===== src/rtl/snake_pkg.sv =====
// Shared encodings, colours and FSM state type for the snake body engine.
package snake_pkg;

  localparam logic [1:0] DIR_UP    = 2'b00;
  localparam logic [1:0] DIR_DOWN  = 2'b01;
  localparam logic [1:0] DIR_LEFT  = 2'b10;
  localparam logic [1:0] DIR_RIGHT = 2'b11;

  localparam logic [2:0] COL_BG   = 3'b000;
  localparam logic [2:0] COL_BODY = 3'b010;

  typedef enum logic [2:0] {
    ST_IDLE, ST_INIT, ST_MOVE, ST_SCAN, ST_ERASE, ST_DRAW, ST_WRITE, ST_DONE
  } state_t;

  // Opposite pairs differ only in bit 0 (up/down, left/right).
  function automatic logic [1:0] opposite(input logic [1:0] d);
    return {d[1], ~d[0]};
  endfunction

endpackage


===== src/rtl/snake_body_ram.sv =====
// Synchronous single-port RAM holding snake cell coordinates; 1-cycle read latency.
module snake_body_ram
  import snake_pkg::*;
#(
  parameter int DEPTH = 256,
  parameter int WIDTH = 11,
  localparam int AW = $clog2(DEPTH)
) (
  input  logic             clk,
  input  logic             we,
  input  logic [AW-1:0]    addr,
  input  logic [WIDTH-1:0] wdata,
  output logic [WIDTH-1:0] rdata
);

  logic [WIDTH-1:0] mem [DEPTH];

  always_ff @(posedge clk) begin
    if (we) mem[addr] <= wdata;
    rdata <= mem[addr];
  end

endmodule


===== src/rtl/snake_body_engine.sv =====
// Grid snake body engine: circular cell buffer, collision scan, erase/draw pixel stream.
// Define SNAKE_WRAP_EN to wrap at grid edges instead of dying.
// IDLE wait | INIT seed body | MOVE pick cell | SCAN check body | ERASE clear tail | DRAW paint head | WRITE commit | DONE pulse
module snake_body_engine
  import snake_pkg::*;
#(
  parameter int GRID_W   = 40,
  parameter int GRID_H   = 30,
  parameter int MAX_LEN  = 256,
  parameter int INIT_LEN = 3,
  parameter int CELL_PX  = 4,
  localparam int XW = $clog2(GRID_W),
  localparam int YW = $clog2(GRID_H),
  localparam int LW = $clog2(MAX_LEN + 1)
) (
  input  logic          clk,
  input  logic          rst,
  input  logic          start,
  input  logic          step,
  input  logic [1:0]    dir,
  input  logic [XW-1:0] food_x,
  input  logic [YW-1:0] food_y,
  output logic          busy,
  output logic          done,
  output logic          ate,
  output logic          dead,
  output logic [LW-1:0] length,
  output logic          plot_en,
  output logic [7:0]    plot_x,
  output logic [6:0]    plot_y,
  output logic [2:0]    plot_colour
);

  localparam int PW   = $clog2(MAX_LEN);
  localparam int CW   = XW + YW;
  localparam int NPIX = CELL_PX * CELL_PX;
  localparam int KW   = (NPIX > 1) ? $clog2(NPIX) : 1;
  localparam logic [XW-1:0] X_MID = XW'(GRID_W / 2);
  localparam logic [YW-1:0] Y_MID = YW'(GRID_H / 2);
`ifdef SNAKE_WRAP_EN
  localparam bit WALL_KILLS = 1'b0;
`else
  localparam bit WALL_KILLS = 1'b1;
`endif

  state_t        state;
  logic [PW-1:0] hd_ptr, tl_ptr, scan_ptr, init_idx;
  logic [LW-1:0] scan_cnt;
  logic [1:0]    dir_q, last_dir, mv_dir, eff_dir;
  logic [XW-1:0] head_x, nxt_x, tail_x, mv_x, cell_x, rd_x;
  logic [YW-1:0] head_y, nxt_y, tail_y, mv_y, cell_y, rd_y;
  logic          grow, hit, rd_tail, rd_valid, init_wr, wall, pop, match;
  logic [KW-1:0] pix_cnt, pix_k;
  logic [7:0]    px;
  logic [6:0]    py;
  logic          ram_we;
  logic [PW-1:0] ram_addr;
  logic [CW-1:0] ram_wdata, ram_rdata;

  snake_body_ram #(.DEPTH(MAX_LEN), .WIDTH(CW)) u_ram (
    .clk   (clk),
    .we    (ram_we),
    .addr  (ram_addr),
    .wdata (ram_wdata),
    .rdata (ram_rdata)
  );

  always_comb begin
    eff_dir = (dir_q == opposite(last_dir)) ? last_dir : dir_q;
    mv_x = head_x;
    mv_y = head_y;
    wall = 1'b0;
    case (eff_dir)
      DIR_UP:
        if (head_y == '0) begin mv_y = YW'(GRID_H - 1); wall = WALL_KILLS; end
        else mv_y = head_y - 1'b1;
      DIR_DOWN:
        if (head_y == YW'(GRID_H - 1)) begin mv_y = '0; wall = WALL_KILLS; end
        else mv_y = head_y + 1'b1;
      DIR_LEFT:
        if (head_x == '0) begin mv_x = XW'(GRID_W - 1); wall = WALL_KILLS; end
        else mv_x = head_x - 1'b1;
      default:
        if (head_x == XW'(GRID_W - 1)) begin mv_x = '0; wall = WALL_KILLS; end
        else mv_x = head_x + 1'b1;
    endcase
  end

  // A full snake that eats still drops its tail, so the tail cell vacates then too.
  assign pop   = !grow || (length == LW'(MAX_LEN));
  assign rd_x  = ram_rdata[CW-1:YW];
  assign rd_y  = ram_rdata[YW-1:0];
  assign match = rd_valid && (rd_x == nxt_x) && (rd_y == nxt_y) && !(rd_tail && pop);

  always_comb begin
    cell_x = nxt_x;
    cell_y = nxt_y;
    if (state == ST_INIT) begin
      cell_x = X_MID;
      cell_y = Y_MID + YW'(init_idx);
    end else if (state == ST_ERASE) begin
      cell_x = tail_x;
      cell_y = tail_y;
    end
    pix_k = KW'(NPIX - 1) - pix_cnt;
    px    = 8'(int'(cell_x) * CELL_PX + int'(pix_k) % CELL_PX);
    py    = 7'(int'(cell_y) * CELL_PX + int'(pix_k) / CELL_PX);
  end

  always_comb begin
    ram_we    = (state == ST_INIT && init_wr) || state == ST_WRITE;
    ram_addr  = scan_ptr;
    ram_wdata = {nxt_x, nxt_y};
    if (state == ST_INIT) begin
      ram_addr  = PW'(INIT_LEN - 1) - init_idx;
      ram_wdata = {cell_x, cell_y};
    end else if (state == ST_WRITE) begin
      ram_addr = hd_ptr + 1'b1;
    end
  end

  always_ff @(posedge clk or negedge rst) begin
    if (!rst) begin
      state       <= ST_IDLE;
      hd_ptr      <= '0;
      tl_ptr      <= '0;
      scan_ptr    <= '0;
      init_idx    <= '0;
      scan_cnt    <= '0;
      dir_q       <= DIR_UP;
      last_dir    <= DIR_UP;
      mv_dir      <= DIR_UP;
      head_x      <= '0;
      head_y      <= '0;
      nxt_x       <= '0;
      nxt_y       <= '0;
      tail_x      <= '0;
      tail_y      <= '0;
      grow        <= 1'b0;
      hit         <= 1'b0;
      rd_tail     <= 1'b0;
      rd_valid    <= 1'b0;
      init_wr     <= 1'b0;
      pix_cnt     <= '0;
      busy        <= 1'b0;
      done        <= 1'b0;
      ate         <= 1'b0;
      dead        <= 1'b0;
      length      <= LW'(1);
      plot_en     <= 1'b0;
      plot_x      <= '0;
      plot_y      <= '0;
      plot_colour <= '0;
    end else begin
      done    <= 1'b0;
      ate     <= 1'b0;
      plot_en <= 1'b0;
      if (start) begin
        state    <= ST_INIT;
        busy     <= 1'b1;
        dead     <= 1'b0;
        init_idx <= PW'(INIT_LEN - 1);
        init_wr  <= 1'b1;
        tl_ptr   <= '0;
        hd_ptr   <= PW'(INIT_LEN - 1);
        last_dir <= DIR_UP;
        head_x   <= X_MID;
        head_y   <= Y_MID;
      end else begin
        case (state)
          ST_IDLE:
            if (step && !dead) begin
              dir_q <= dir;
              busy  <= 1'b1;
              state <= ST_MOVE;
            end
          ST_INIT:
            if (init_wr) begin
              init_wr <= 1'b0;
              pix_cnt <= KW'(NPIX - 1);
            end else begin
              plot_en     <= 1'b1;
              plot_x      <= px;
              plot_y      <= py;
              plot_colour <= COL_BODY;
              if (pix_cnt == '0) begin
                if (init_idx == '0) begin
                  done   <= 1'b1;
                  length <= LW'(INIT_LEN);
                  state  <= ST_DONE;
                end else begin
                  init_idx <= init_idx - 1'b1;
                  init_wr  <= 1'b1;
                end
              end else begin
                pix_cnt <= pix_cnt - 1'b1;
              end
            end
          ST_MOVE: begin
            mv_dir   <= eff_dir;
            nxt_x    <= mv_x;
            nxt_y    <= mv_y;
            grow     <= (mv_x == food_x) && (mv_y == food_y);
            scan_ptr <= tl_ptr;
            scan_cnt <= length;
            rd_valid <= 1'b0;
            hit      <= 1'b0;
            if (wall) begin
              dead  <= 1'b1;
              done  <= 1'b1;
              state <= ST_DONE;
            end else begin
              state <= ST_SCAN;
            end
          end
          ST_SCAN: begin
            rd_valid <= (scan_cnt != '0);
            rd_tail  <= (scan_ptr == tl_ptr);
            scan_ptr <= scan_ptr + 1'b1;
            if (rd_valid && rd_tail) begin
              tail_x <= rd_x;
              tail_y <= rd_y;
            end
            if (scan_cnt != '0) begin
              scan_cnt <= scan_cnt - 1'b1;
              hit      <= hit | match;
            end else if (hit || match) begin
              dead  <= 1'b1;
              done  <= 1'b1;
              state <= ST_DONE;
            end else begin
              pix_cnt <= KW'(NPIX - 1);
              state   <= pop ? ST_ERASE : ST_DRAW;
            end
          end
          ST_ERASE: begin
            plot_en     <= 1'b1;
            plot_x      <= px;
            plot_y      <= py;
            plot_colour <= COL_BG;
            if (pix_cnt == '0) begin
              tl_ptr  <= tl_ptr + 1'b1;
              pix_cnt <= KW'(NPIX - 1);
              state   <= ST_DRAW;
            end else begin
              pix_cnt <= pix_cnt - 1'b1;
            end
          end
          ST_DRAW: begin
            plot_en     <= 1'b1;
            plot_x      <= px;
            plot_y      <= py;
            plot_colour <= COL_BODY;
            if (pix_cnt == '0) state <= ST_WRITE;
            else pix_cnt <= pix_cnt - 1'b1;
          end
          ST_WRITE: begin
            hd_ptr   <= hd_ptr + 1'b1;
            head_x   <= nxt_x;
            head_y   <= nxt_y;
            last_dir <= mv_dir;
            done     <= 1'b1;
            ate      <= grow;
            if (!pop) length <= length + 1'b1;
            state    <= ST_DONE;
          end
          ST_DONE: begin
            busy  <= 1'b0;
            state <= ST_IDLE;
          end
          default: state <= ST_IDLE;
        endcase
      end
    end
  end

endmodule


===== config.mk =====
export PLATFORM = sky130hd
export DESIGN_NAME = snake_body_engine
export DESIGN_NICKNAME = d
export VERILOG_FILES = /design/src/rtl/snake_pkg.sv /design/src/rtl/snake_body_ram.sv /design/src/rtl/snake_body_engine.sv
export SDC_FILE = /design/constraint.sdc
export NUM_CORES = 2
export LEC_CHECK = 0
export ABC_AREA = 1
export CAP_MARGIN = 15
export CORE_MARGIN = 2
export CORE_UTILIZATION = 40
export DETAILED_ROUTE_END_ITERATION = 8
export PLACE_DENSITY = 0.64
export SLEW_MARGIN = 5
export SYNTH_ARGS = -nofsm -noshare
export SYNTH_HDL_FRONTEND = slang
export SYNTH_SLANG_ARGS = --single-unit

===== constraint.sdc =====
create_clock -name clk -period 15.8 [get_ports clk]
set_input_delay 3.16 -clock clk [delete_from_list [all_inputs] [get_ports clk]]
set_output_delay 3.16 -clock clk [all_outputs]
set_load 0.05 [all_outputs]

* After elaboration in Yosys (flattened, before gate mapping)
Memory sizes are Yosys's and may differ from the RTL's. A register that Yosys moved wholly into a read port is not among the register bits. Cells that the tools add are included.
Storage, ports and cells: output and inout port bits 32, memory bits (writable) 2816, bits of input ports 17, register bits after elaboration 124, logic and storage cells 233, memories kept 1
Memories:
- u_ram.mem | depth 256, width 11, read ports 1, clocked after Yosys merged registers in 1, write ports 1, RTL line snake_body_ram.sv:16 | logic [WIDTH-1:0] mem [DEPTH];
Cells by class: equal/unequal tests 36, reductions and logical operators 49, bitwise operators 3, $add $sub $neg 16, mux-type cells 98
Operator list (number):
- two-way mux 8 bit | 13
- two-way mux 9 bit | 5
- two-way mux 6 bit | 6
- one-hot mux 9 bit (2 select lines) | 2
- one-hot mux 8 bit (2 select lines) | 2
- two-way mux 1 bit | 30
- two-way mux 3 bit | 10
- two-way mux 5 bit | 6
- adder 8 x 1 -> 8 bit (second input constant) | 3
- one-hot mux 3 bit (8 select lines) | 1
- two-way mux 4 bit | 5
- inequality test 3 bit (second input constant) | 6
- one-hot mux 4 bit (4 select lines) | 1
- AND reduction 3 bit | 5
- inequality test 2 bit (second input constant) | 7
- one-hot mux 7 bit (2 select lines) | 1
- nonzero test 2 bit | 7
- == test 3 bit (second input constant) | 4
- == test 6 bit | 2
- one-hot mux 6 bit (2 select lines) | 1
- AND reduction 4 bit | 3
- two-way mux 11 bit | 1
- == test 5 bit | 2
- one-hot mux 1 bit (2 select lines) | 5
- 48 further kinds | 74

* Depth between registers and ports, before layout
depth after elaboration 10, depth in mapped cells 22, depth with buffers taken out 18

* By module
A second synthesis with hierarchy kept.
Second synthesis, totals: cells, all modules 11908, area total of the unflattened synthesis 123749.9 um2
Modules (own cells, without submodules):
- snake_body_ram | sequential area each 84781.3 um2, times used 1, cells an instance 10891, area each 116165.2 um2
- snake_body_engine | sequential area each 3054.2 um2, times used 1, cells an instance 1017, area each 7584.8 um2

* Worst setup path after synthesis
Ideal clock, no wire load.
path type flip-flop to flip-flop, start reg state[1], end mem u_ram.mem[0][0], data pin, arrival 11.070 ns, library setup time 2.188 ns, required time 13.612 ns, stages on the path, launching flop included 8, path buffers 3, clock period less this slack 13.258 ns, slack 2.542 ns, cell sequence dfrtp_1 buf_2 nor2_4 nand2_2 inv_2 clkbuf_1 clkbuf_1 o21ai_0
On the way: cells in the longest elaborated chain, start to end 4, elaborated cells between the ends (all ways) 5, those cells by class eq/ne (2); mux (3)
Ends and longest elaborated chain:
- start: declaration | RTL line snake_body_engine.sv:46 | state_t state;
- start signal: assignment | RTL line snake_body_engine.sv:233 | state <= pop ? ST_ERASE : ST_DRAW;
- == test 3 bit | RTL line snake_body_engine.sv:101 | end else if (state == ST_ERASE) begin
- two-way mux 5 bit | RTL line snake_body_engine.sv:101
- two-way mux 5 bit | RTL line snake_body_engine.sv:98 | if (state == ST_INIT) begin
- two-way mux 11 bit (*) | RTL line snake_body_engine.sv:114 | if (state == ST_INIT) begin
- net ram_wdata[0] | RTL line snake_body_engine.sv:58 | logic [CW-1:0] ram_wdata, ram_rdata;
- end: declaration | RTL line snake_body_ram.sv:16
Mark *: on every way through the listed nets, which the timed path passes. The rest lies on a longest branch.

* Final worst setup path
start reg state[2], end mem u_ram.mem[24][2] (enable)
On the way: cells in the longest elaborated chain, start to end 5, elaborated cells between the ends (all ways) 8, those cells by class eq/ne (2); mux (4); reduce/logical (2)
Ends and longest elaborated chain:
- == test 3 x 1 -> 1 bit | RTL line snake_body_engine.sv:111, snake_body_engine.sv:114
- logical AND 1 bit | RTL line snake_body_engine.sv:111 | ram_we = (state == ST_INIT && init_wr) || state == ST_WRITE;
- logical OR 1 bit | RTL line snake_body_engine.sv:111
- two-way mux 1 bit | RTL line snake_body_ram.sv:19 | if (we) mem[addr] <= wdata;
- two-way mux 1 bit (not written as such) | RTL line snake_body_ram.sv:19
Parallel ways exist; a longest one is shown, timed or not.

==> run_results.csv <==
group,metric,value,unit
yosys,synth_edf_count,2816,
yosys,yosysTopAreaCellShare,66.89,%
global_route,grt_busiest_layer,"met2",
finish,finalInstanceArea,140500,µm²
yosys,synthSimpleGateAreaFrac,25.42,%
floorplan,die_h,566.2,µm
detailed_routing,wirelength,350.4,mm
setup_path,critical_path.top_delay_family,"simple AND/OR/NAND/NOR gates",
setup_path,rr_startpoint,"state[2]$_DFFE_PN0P_",
timing,rsz0062_at_grt,"no",
timing,maxSlewViolCount,0,
setup_path,criticalPathCategory,"reg2reg",
timing,fin_crit_sh,42.81,%
timing,setup_viol,0,
cts,clock_latency,0.89,ns
yosys,synthMuxAreaShare,0.06235,%
detailed_routing,num_vias,87154,
global_route,grt_overflow,0,
yosys,synthArstFlopShare,4.137,%
setup_path,worstPathMaxFanout,157,
min_path,holdPathEnd,"plot_y[1]$_DFFE_PN0P_",
cts,hold_buffers,0,
yosys,synth.distinct_cells,53,
floorplan,boundaryPins,49,
setup_path,r2r_cells,10,
yosys,synth_seq_cells,2949,
yosys,synthXorXnorAreaFrac,0.2563,%
cts,cts_made_buffers,306,
detailed_routing,antenna_left,0,
setup_path,critPathMaxStageDelay,1.20,ns
setup_path,crit_chain,"nor2_4, nand2_2, nand3_4, nand2_8, inv_8, buf_12, buf_4, nor3_2, nand2_2, nor2_1",
cts,cts.clk_slew.worst_paths,0.07,ns
yosys,synth_top_family_by_area,"simple AND/OR/NAND/NOR gates",
detailed_routing,drt_iter0_markers,10109,
timing,clock.fmax,0.1478,GHz
floorplan,die_w,566.2,µm
place,place_area,130600,µm²
detailed_routing,first_pass_iters,6,
global_route,antenna_found_initial,10,
finish,final_cells,16734,
global_route,first_global_vias,81827,
timing,min_period,6.764,ns
global_route,grt_max_degree,192,
setup_path,critPathCaptureType,"flop",
finish,drive_above_1_share,5.291,%
setup_path,rrSetupSlack,9.04,ns
timing,fin_tns_setup,0,ns
cts,htreeDepth,5,
yosys,synth_warnings,0,
floorplan,rows,206,
min_path,hold_depth,1,
setup_path,timing.rr.end,"u_ram.mem[24][2]$_DFFE_PP_",
timing,finalWorstSetupSlack,9.036,ns
yosys,ys_seq_area_share,69.48,%
yosys,syn_area,126400,µm²
global_route,grt_pass1_wl,521.3,mm
finish,num-nets-final,12371,
place,port_buffers,46,
setup_path,crit_path_frequent_cell,"nand2_2",
yosys,synth_area_leaders,"edfxtp_1 67%, nand2_1 21%, nand3_1 2.9%",
cts,root_buffer,"clkbuf_16",
detailed_routing,via_per_inst,5.208,
cts,cts_resized,0,
global_route,grtUsageMet2,33.41,%
floorplan,dieArea,320600,µm²
cts,cts_sinks,2949,
timing,slew_headroom,18.08,%
floorplan,initial_core_util,40.17,%
run,cap_viol_max_count,0,
setup_path,cp.buffers_inverters,3,
place,dp_cells,16171,
place,dpl_worst_slack,9.187,ns
yosys,synth_compound_area_share,1.729,%
detailed_routing,route.detailed.drc,0,
min_path,holdCritStartpoint,"pix_cnt[3]$_DFFE_PN0P_",
timing,tightest_slew,1.224,ns
setup_path,setup.worst_path.start_class,"flop",
cts,clock_path_buffers,4,
detailed_routing,wl_per_cell,20.94,µm
global_route,met1_usage,29.43,%
yosys,synth.avg_cell_area,10.09,µm²
yosys,synth_area_leader_cell,"edfxtp_1",
cts,cts_tree,"built",
place,place_hpwl,187.0,mm
yosys,synth-main-ff-cell,"edfxtp_1",
setup_path,cp.arrival,7.24,ns
min_path,hold_class,"reg2reg",
yosys,syn_inst,12526,
place,gp_congestion,0.8591,
finish,syn_to_final_growth,11.17,%
setup_path,cp.required,16.27,ns
global_route,groute.usage.overall,21.14,%
timing,skew,0.05724,ns
cts,postCtsSetupBuffers,0,
yosys,synthAdderAreaFrac,0.1782,%
outcome,status,"finished, final reports clean",
timing,finalHoldViolCount,0,
setup_path,cp_slowest_cell,"nor2_1",
floorplan,core-area,314700,µm²
global_route,grtUsageMet3,3.601,%
==> final cells by class <==
class                      count  area, µm²
clock inverter               171       1678
sequential                  2949      87840
inverter                     145      591.8
tap                         4160       5205
fill                       28814     174200
clock buffer                 369       8043
timing repair buffer         207       1993
multi-input combinational   8727      35180
antenna                        6      15.01
==> Yosys cell counts, types with 3 or more instances <==
master / count
nor2_2: 3
o31ai_1: 3
nor3_1: 19
o211ai_1: 10
xor2_1: 24
nor2_1: 461
nor4_1: 5
o221ai_1: 6
a31oi_1: 13
nand3_1: 744
a22oi_1: 13
a21oi_1: 50
and3_1: 3
inv_2: 10
nand4_1: 15
buf_1: 63
buf_6: 3
nor3_2: 3
clkbuf_1: 327
buf_4: 8
o21ai_0: 158
buf_2: 305
dfrtp_1: 121
nand2_2: 4
o21ai_1: 114
edfxtp_1: 2816
o22ai_1: 22
mux2_2: 7
nand2_1: 6991
inv_1: 131
or2_2: 4
dfxtp_1: 11
ha_1: 18
clkinv_1: 4
xnor2_1: 13
==> how the worst max path moves through the flow <==
stage,from,end,depth (start not counted)
CTS,state[2]$_DFFE_PN0P_,u_ram.mem[24][8]$_DFFE_PP_,10
global route,state[2]$_DFFE_PN0P_,u_ram.mem[24][2]$_DFFE_PP_,10
finish,state[2]$_DFFE_PN0P_,u_ram.mem[24][2]$_DFFE_PP_,10
detailed placement,state[2]$_DFFE_PN0P_,u_ram.mem[24][5]$_DFFE_PP_,10
floorplan,state[1]$_DFFE_PN0P_,u_ram.mem[0][0]$_DFFE_PP_,7
global placement,state[2]$_DFFE_PN0P_,u_ram.mem[24][5]$_DFFE_PP_,10
==> worst reg2reg max path, cell delays in order, from the launching register on <==
cell and delay (ns):
dfrtp_1 0.57, nor2_4 0.08, nand2_2 0.32, nand3_4 0.60, nand2_8 0.85, inv_8 0.49
buf_12 0.40, buf_4 0.53, nor3_2 0.47, nand2_2 0.81, nor2_1 1.22
==> cell families (layout without fill, tap and decap cells) <==
family | count (synthesis) | count (layout)
other cells | 1 | 8
mux | 7 | 7
simple gates | 8262 | 8262
flops | 2949 | 2949
compound gates | 401 | 401
xor+xnor | 37 | 37
fa+ha+maj | 18 | 18
buf+inv | 851 | 892
==> layer usage <==
| layer | part of all wire [%] | vias to the layer above |
|---|---|---|
| met5 | 0.021 | - |
| met4 | 3.4 | 9 |
| met3 | 8.7 | 607 |
| met2 | 46 | 3813 |
| met1 | 42 | 41775 |
| li1 | - | 40950 |
==> flip-flops by register name, indices dropped and copies added, names as in the netlist, 3 cells and up <==
signal       flops
head_y           5
scan_ptr         8
u_ram.mem     2816
tl_ptr           8
init_idx         8
plot_y           7
nxt_x            6
scan_cnt         9
tail_x           6
u_ram.rdata     11
length           9
plot_x           8
tail_y           5
state            3
hd_ptr           8
pix_cnt          4
nxt_y            5
head_x           6
==> per-stage QoR <==
stage               hold slack [ns]  utilization (%)
floorplan                    0.4380                -
global placement             0.4649            41.48
finish                       0.4702            44.66
CTS                          0.4780            44.59
global route                 0.4878            44.65
detailed placement           0.4728            41.50
==> cell usage in the layout, fill, tap and decap left out, types with 7 or more instances in the layout <==
cell                n
clkinv_2           56
dfxtp_1            11
buf_6              11
o22ai_1            22
nand4_1            15
nor2_4             11
nand2_2            18
inv_6              14
a22oi_1            13
nand2_1          6975
clkbuf_16         313
buf_12             20
bufinv_16          28
nand3_1           744
clkbuf_1           56
buf_4             128
inv_1             129
o21ai_0           153
o211ai_1           10
clkdlybuf4s50_1    45
a21oi_1            49
xnor2_1            13
ha_1               18
clkinv_1           62
nor3_1             19
nor2_1            448
mux2_2              7
o21ai_1           114
xor2_1             24
edfxtp_1         2816
dfrtp_1           121
a31oi_1            13
Power is left out: the tool's default activity adds up to more than one toggle a clock period on the data nets, which glitch-free logic cannot reach.
